### src/rtl/rr_issue_scheduler.sv
// Round-robin multi-issue scheduler: pending bitmap plus rotating start pointer,
// offering up to ISSUE_NUM pending ids per cycle and retiring the accepted prefix.
module rr_issue_scheduler #(
  parameter int unsigned ITEM_NUM  = 8,
  parameter int unsigned ISSUE_NUM = 4
) (
  input  logic                          clk,
  input  logic                          rst,
  input  logic                          flush,
  input  logic [ITEM_NUM-1:0]           set_mask,
  output logic [$clog2(ITEM_NUM)-1:0]   issue_id [ISSUE_NUM],
  output logic [ISSUE_NUM-1:0]          issue_valid,
  input  logic [ISSUE_NUM-1:0]          issue_ready,
  output logic [$clog2(ITEM_NUM)-1:0]   ptr,
  output logic [ITEM_NUM-1:0]           pending,
  output logic [$clog2(ITEM_NUM):0]     pending_count
);

  localparam int unsigned IDW = $clog2(ITEM_NUM);
  localparam int unsigned CW  = IDW + 1;

  logic [ITEM_NUM-1:0]  pending_q, pending_d;
  logic [IDW-1:0]       ptr_q, ptr_d;
  logic [ISSUE_NUM-1:0] accept;
  logic [ITEM_NUM-1:0]  accepted_bits;
  logic [IDW-1:0]       last_id;

  // Walk entries starting at ptr_q; slot counts pending entries seen so far,
  // so an entry lands on lane k when exactly k pending entries precede it.
  always_comb begin
    logic [CW-1:0]  slot;
    logic [IDW-1:0] idx;
    slot = '0;
    idx  = '0;
    issue_valid = '0;
    for (int unsigned k = 0; k < ISSUE_NUM; k++) begin
      issue_id[k] = '0;
    end
    for (int unsigned i = 0; i < ITEM_NUM; i++) begin
      idx = ptr_q + IDW'(i);
      for (int unsigned k = 0; k < ISSUE_NUM; k++) begin
        if (pending_q[idx] && slot == CW'(k)) begin
          issue_id[k]    = idx;
          issue_valid[k] = 1'b1;
        end
      end
      if (pending_q[idx]) begin
        slot = slot + CW'(1);
      end
    end
    pending_count = slot;
  end

  always_comb begin
    logic run;
    run           = 1'b1;
    accept        = '0;
    accepted_bits = '0;
    last_id       = ptr_q;
    for (int unsigned k = 0; k < ISSUE_NUM; k++) begin
      run       = run & issue_valid[k] & issue_ready[k];
      accept[k] = run;
      if (run) begin
        accepted_bits[issue_id[k]] = 1'b1;
        last_id                    = issue_id[k];
      end
    end
  end

  always_comb begin
    pending_d = (pending_q & ~accepted_bits) | set_mask;
    ptr_d     = accept[0] ? last_id + IDW'(1) : ptr_q;
  end

  always_ff @(posedge clk) begin
    if (rst || flush) begin
      pending_q <= '0;
      ptr_q     <= '0;
    end else begin
      pending_q <= pending_d;
      ptr_q     <= ptr_d;
    end
  end

  assign pending = pending_q;
  assign ptr     = ptr_q;

endmodule

### config.mk
export PLATFORM = sky130hd
export DESIGN_NAME = rr_issue_scheduler
export DESIGN_NICKNAME = d
export VERILOG_FILES = /design/src/rtl/rr_issue_scheduler.sv
export SDC_FILE = /design/constraint.sdc
export NUM_CORES = 1
export LEC_CHECK = 0
export BUFFER_PORTS_ARGS = -buffer_cell sky130_fd_sc_hd__clkbuf_2
export CAP_MARGIN = 20
export CORE_MARGIN = 3
export CORE_UTILIZATION = 36
export CTS_BUF_LIST = sky130_fd_sc_hd__clkbuf_8
export CTS_CLUSTER_DIAMETER = 200
export DETAILED_ROUTE_END_ITERATION = 6
export SYNTH_ARGS = -nofsm -noshare
export SYNTH_HDL_FRONTEND = slang
export SYNTH_SLANG_ARGS = --single-unit
### constraint.sdc
create_clock -name clk -period 7.9 [get_ports clk]
set_clock_uncertainty 0.1 [all_clocks]
set_input_delay 0.79 -clock clk [delete_from_list [all_inputs] [get_ports clk]]
set_output_delay 0.79 -clock clk [all_outputs]
set_load 0.03 [all_outputs]
Word-level counts from Yosys, hierarchy flattened
Cells that the tools add are included.

word-level totals
  register bits after elaboration = 11
  input port bits = 15
  output and inout bits = 31
  logic and storage cells = 205

operators by class
  add/subtract/negate cells = 15
  order comparisons = 16
  eq/ne operators = 21
  mux-type cells = 98
  bitwise operators = 13
  reduce and logical (&&, ||, !) cells = 40

operators with widths
  operator             number
  $mux 3               33
  $eq 4x2->1 const B   14
  $lt 3x4->1 const B   12
  $mux 1               42
  $logic_and 1x1->1    32
  $mux 8               4
  $or 8x8->8           4
  $add 4x1->4 const B  7
  $eq 4x1->1 const B   7
  $logic_not 4->1      7
  $mux 4               7
  $bmux 1 s3           8
  $add 3x3->3 const B  4
  $demux 1 s3          4
  $ge 3x1->1 const B   4
  $and 8x8->8          1
  $not 8->8            1
  $and 1x1->1          7
  $add 3x1->3 const B  2
  $add 3x2->3 const B  2
  $logic_or 1x1->1     1

Longest topological paths before layout
  depth after elaboration = 32
  mapped depth = 40
  mapped depth without buffers = 36

Worst setup path after synthesis
No wires, ideal clock.

  kind = register to register
  from = register ptr_q[1], in the netlist ptr[1]
  to = register ptr_q[2], in the netlist ptr[2]
  library setup time = 134 ps
  arrival time = 8224 ps
  path slack = -558 ps
  stages on the path, launching flop included = 40
  clock period less this slack = 8458 ps
  cell sequence = dfxtp_1 -> buf_1 -> clkbuf_1 -> inv_1 -> ha_1 -> clkbuf_1 -> mux4_2 -> nand2_1 -> and2_1 -> inv_1 -> ha_1 -> clkbuf_1 -> inv_1 -> mux2i_4 -> ha_1 -> mux2i_1 -> inv_1 -> ha_1 -> [4 not listed] -> a21oi_1 -> inv_1 -> ha_1 -> nand2_1 -> o21ai_0 -> inv_1 -> ha_1 -> and2_1 -> nand2_1 -> or4_1 -> and3_1 -> o22ai_1 -> nand4b_1 -> o21a_1 -> ha_1 -> nor4b_1 -> a31oi_1 -> a41oi_1

RTL lines
  element                   RTL line  text
  start: declaration        23        logic [IDW-1:0] ptr_q, ptr_d;
  start signal: assignment  81        ptr_q <= ptr_d;

==> results.py <==
metrics = {
    "detailed_routing": {
        "vias": 4217,
        "final_antenna_net_count": 0,
        "drt_wl_total_mm": 13.3,
        "drcViolationCount": 0,
        "first_pass_iters": 5,
        "dr.first_iter.drc_count": 423,
        "vias_per_cell": 6.34,
        "wl_per_cell_um": 20.0,
    },
    "floorplanning": {
        "core_um2": 9860,
        "ios": 46,
        "start_util_pct": 37.5,
        "dieHeight_um": 107,
        "rows": 36,
        "die_w_um": 107,
        "die_area_um2": 11500,
    },
    "critical_path": {
        "crit_family": "adder cells",
        "crit_path_frequent_cell": "ha_1",
        "path_buf_inv": 7,
        "cp_max_fo": 7,
        "cpPeakStageDelay_ns": 0.63,
        "critPathRequiredTime_ns": 7.01,
        "setup.worst_path.end_class": "output pin",
        "worstSetupPathType": "reg -> out",
        "arrival_ns": 6.61,
        "worst_setup_path_start_kind": "flip-flop",
        "crit_slowest_cell": "mux4_2",
    },
    "global_routing": {
        "antenna_found_initial": 0,
        "grt.overflow.total": 0,
        "grtUsageTotal_pct": 22.5,
        "grt_pass1_wl_mm": 20.9,
        "grt_max_degree": 18,
        "grt_pass1_vias": 3858,
    },
    "worst_hold_path": {
        "hold_class": "reg -> reg",
    },
    "placement": {
        "place_congestion": 0.973,
        "placed_cell_area_um2": 4110,
        "io_buffers": 45,
        "hpwlAfterDp_mm": 10.6,
    },
    "cts": {
        "clockBufferDepth": 2,
        "clk_latency_ns": 0.24,
        "cts.root.buffer_cell": "clkbuf_8",
        "postCtsSetupBuffers": 0,
        "htree_levels": 1,
        "cts_tree": "yes",
        "cts_sinks": 11,
        "post_cts_resized": 0,
        "cts_made_buffers": 3,
        "cts_hold_buf": 0,
        "clk_pin_slew_ns": 0.06,
    },
    "synthesis": {
        "yosysSeqAreaShare_pct": 5.95,
        "synth_warnings": 0,
        "syn_inst": 491,
        "synth_seq_cells": 11,
        "post-synth-top-area-cell": "ha_1",
        "synth_fp_nets": 535,
        "syn_area_um2": 3700,
        "synth_cell_type_count": 84,
        "synth_top_cell_area_share_pct": 9.46,
        "async_flop_share_pct": 0,
        "synth_edf_count": 0,
        "synth_top_flop_cell": "dfxtp_1",
        "postSynthAreaPerCell_um2": 7.54,
        "synthTopCellsByArea": "ha_1 9.5%, nand2_1 6.0%, dfxtp_1 5.9%",
    },
    "final_layout": {
        "fillCellCount": 1002,
        "diodes": 0,
        "drive_gt1_share_pct": 23.3,
        "fin_nets": 577,
        "design_area_um2": 4180,
        "area_growth_pct": 12.8,
    },
    "sta": {
        "hold_violations": 0,
        "fmax_mhz": 133,
        "hold_ws_ns": 0.557,
        "min_period_ns": 7.50,
        "fin_setup_tns_ns": 0,
        "slew_headroom_pct": 34.4,
        "worst_slew_pin_slew_ns": 0.981,
        "min_period_over_period_pct": 94.9,
        "maxSlewViolCount": 0,
        "setup_viol": 0,
    },
    "run": {
        "cap_violations": 0,
    },
    "run_status": {
        "status": "complete, no violations",
    },
}
-- state kept, by name, summed over array words and instances, names as in the netlist --
signal	cells
ptr	3
pending	8
-- cells in the final DEF, fill, tap and decap left out, types with 5 or more instances in the layout --
| cell type | n |
|---|---|
| a31oi_1 | 6 |
| xnor2_1 | 7 |
| and3_1 | 17 |
| buf_4 | 14 |
| nor2_1 | 24 |
| nand2_1 | 59 |
| dfxtp_1 | 9 |
| o22ai_1 | 10 |
| xor2_1 | 5 |
| inv_1 | 23 |
| o211ai_1 | 15 |
| mux4_2 | 9 |
| nand2b_1 | 6 |
| or2_2 | 8 |
| o21ai_1 | 9 |
| a211oi_1 | 5 |
| o2111ai_1 | 7 |
| o221ai_1 | 9 |
| ha_1 | 27 |
| clkbuf_2 | 45 |
| nand3_1 | 19 |
| o21ai_0 | 20 |
| nand4_1 | 9 |
| mux2i_1 | 16 |
| and2_1 | 18 |
| a21oi_1 | 20 |
| mux2_2 | 10 |
-- worst register-to-register path: cells and delay by family, from the launching register on --
kind	cells	cell delay, ns
buffers and inverters	5	0.61
adder cells (fa/ha/maj)	7	1.92
AO/OA/AOI/OAI	6	0.97
AND/OR/NAND/NOR	8	1.28
flip-flops	1	0.56
multiplexers	6	1.83
-- cells in the mapped netlist, types with 10 or more instances --
cell / n
nand2_1: 59
mux2_2: 10
o21ai_0: 21
and3_1: 17
and2_1: 19
dfxtp_1: 11
o211ai_1: 15
o22ai_1: 11
ha_1: 28
mux2i_1: 17
a21oi_1: 22
nand3_1: 19
nor2_1: 24
inv_1: 22
-- kinds of logic after synthesis --
| kind of cell | Yosys count | synth area share [%] |
|---|---|---|
| flops | 11 | 5.95 |
| simple gates | 192 | 27.6 |
| mux | 39 | 14.5 |
| xor+xnor | 15 | 4.63 |
| fa+ha+maj | 29 | 10.0 |
| buf+inv | 47 | 5.54 |
| compound gates | 158 | 31.8 |
-- metrics by stage --
step	utilization (%)	instances	setup WS (ns)
after floorplan	-	491	0.0806
after global placement	41.6	661	0.412
after detailed placement	41.6	661	0.227
after CTS	42.1	665	0.163
after global routing	42.3	665	-0.00982
final	42.3	665	0.402
-- worst paths after layout --
path	startpoint	slack, ns	end	depth (start not counted)
max reg2reg	ptr[2]$_SDFFE_PP0P_	0.48	ptr[2]$_SDFFE_PP0P_	32
min	ptr[0]$_SDFFE_PP0P_	0.56	ptr[0]$_SDFFE_PP0P_	2
max	ptr[2]$_SDFFE_PP0P_	0.40	issue_id[1]	27
min reg2reg	ptr[0]$_SDFFE_PP0P_	0.56	ptr[0]$_SDFFE_PP0P_	2
-- per-layer routing --
metal	global-route usage [%]	vias up	part of all wire, %
met3	1.44	29	6.5
met1	32.4	1999	45
met4	6.76	0	2.8
li1	-	1982	-
met5	0	-	0
met2	36.1	207	45
-- area by class of cell --
| cell class | count | area, um2 | area share, % |
|---|---|---|---|
| clock inverters | 1 | 3.75 | 0.0899 |
| clock buffers | 3 | 41.3 | 0.989 |
| well taps | 133 | 166 | 3.98 |
| flip-flops and latches | 11 | 225 | 5.39 |
| multi-input cells | 433 | 3310 | 79.3 |
| repair buffers | 59 | 330 | 7.91 |
| inverters | 25 | 98.8 | 2.37 |
Power is not shown: default switching activity piles up to over one toggle a cycle in this logic, so the estimate is an artifact.
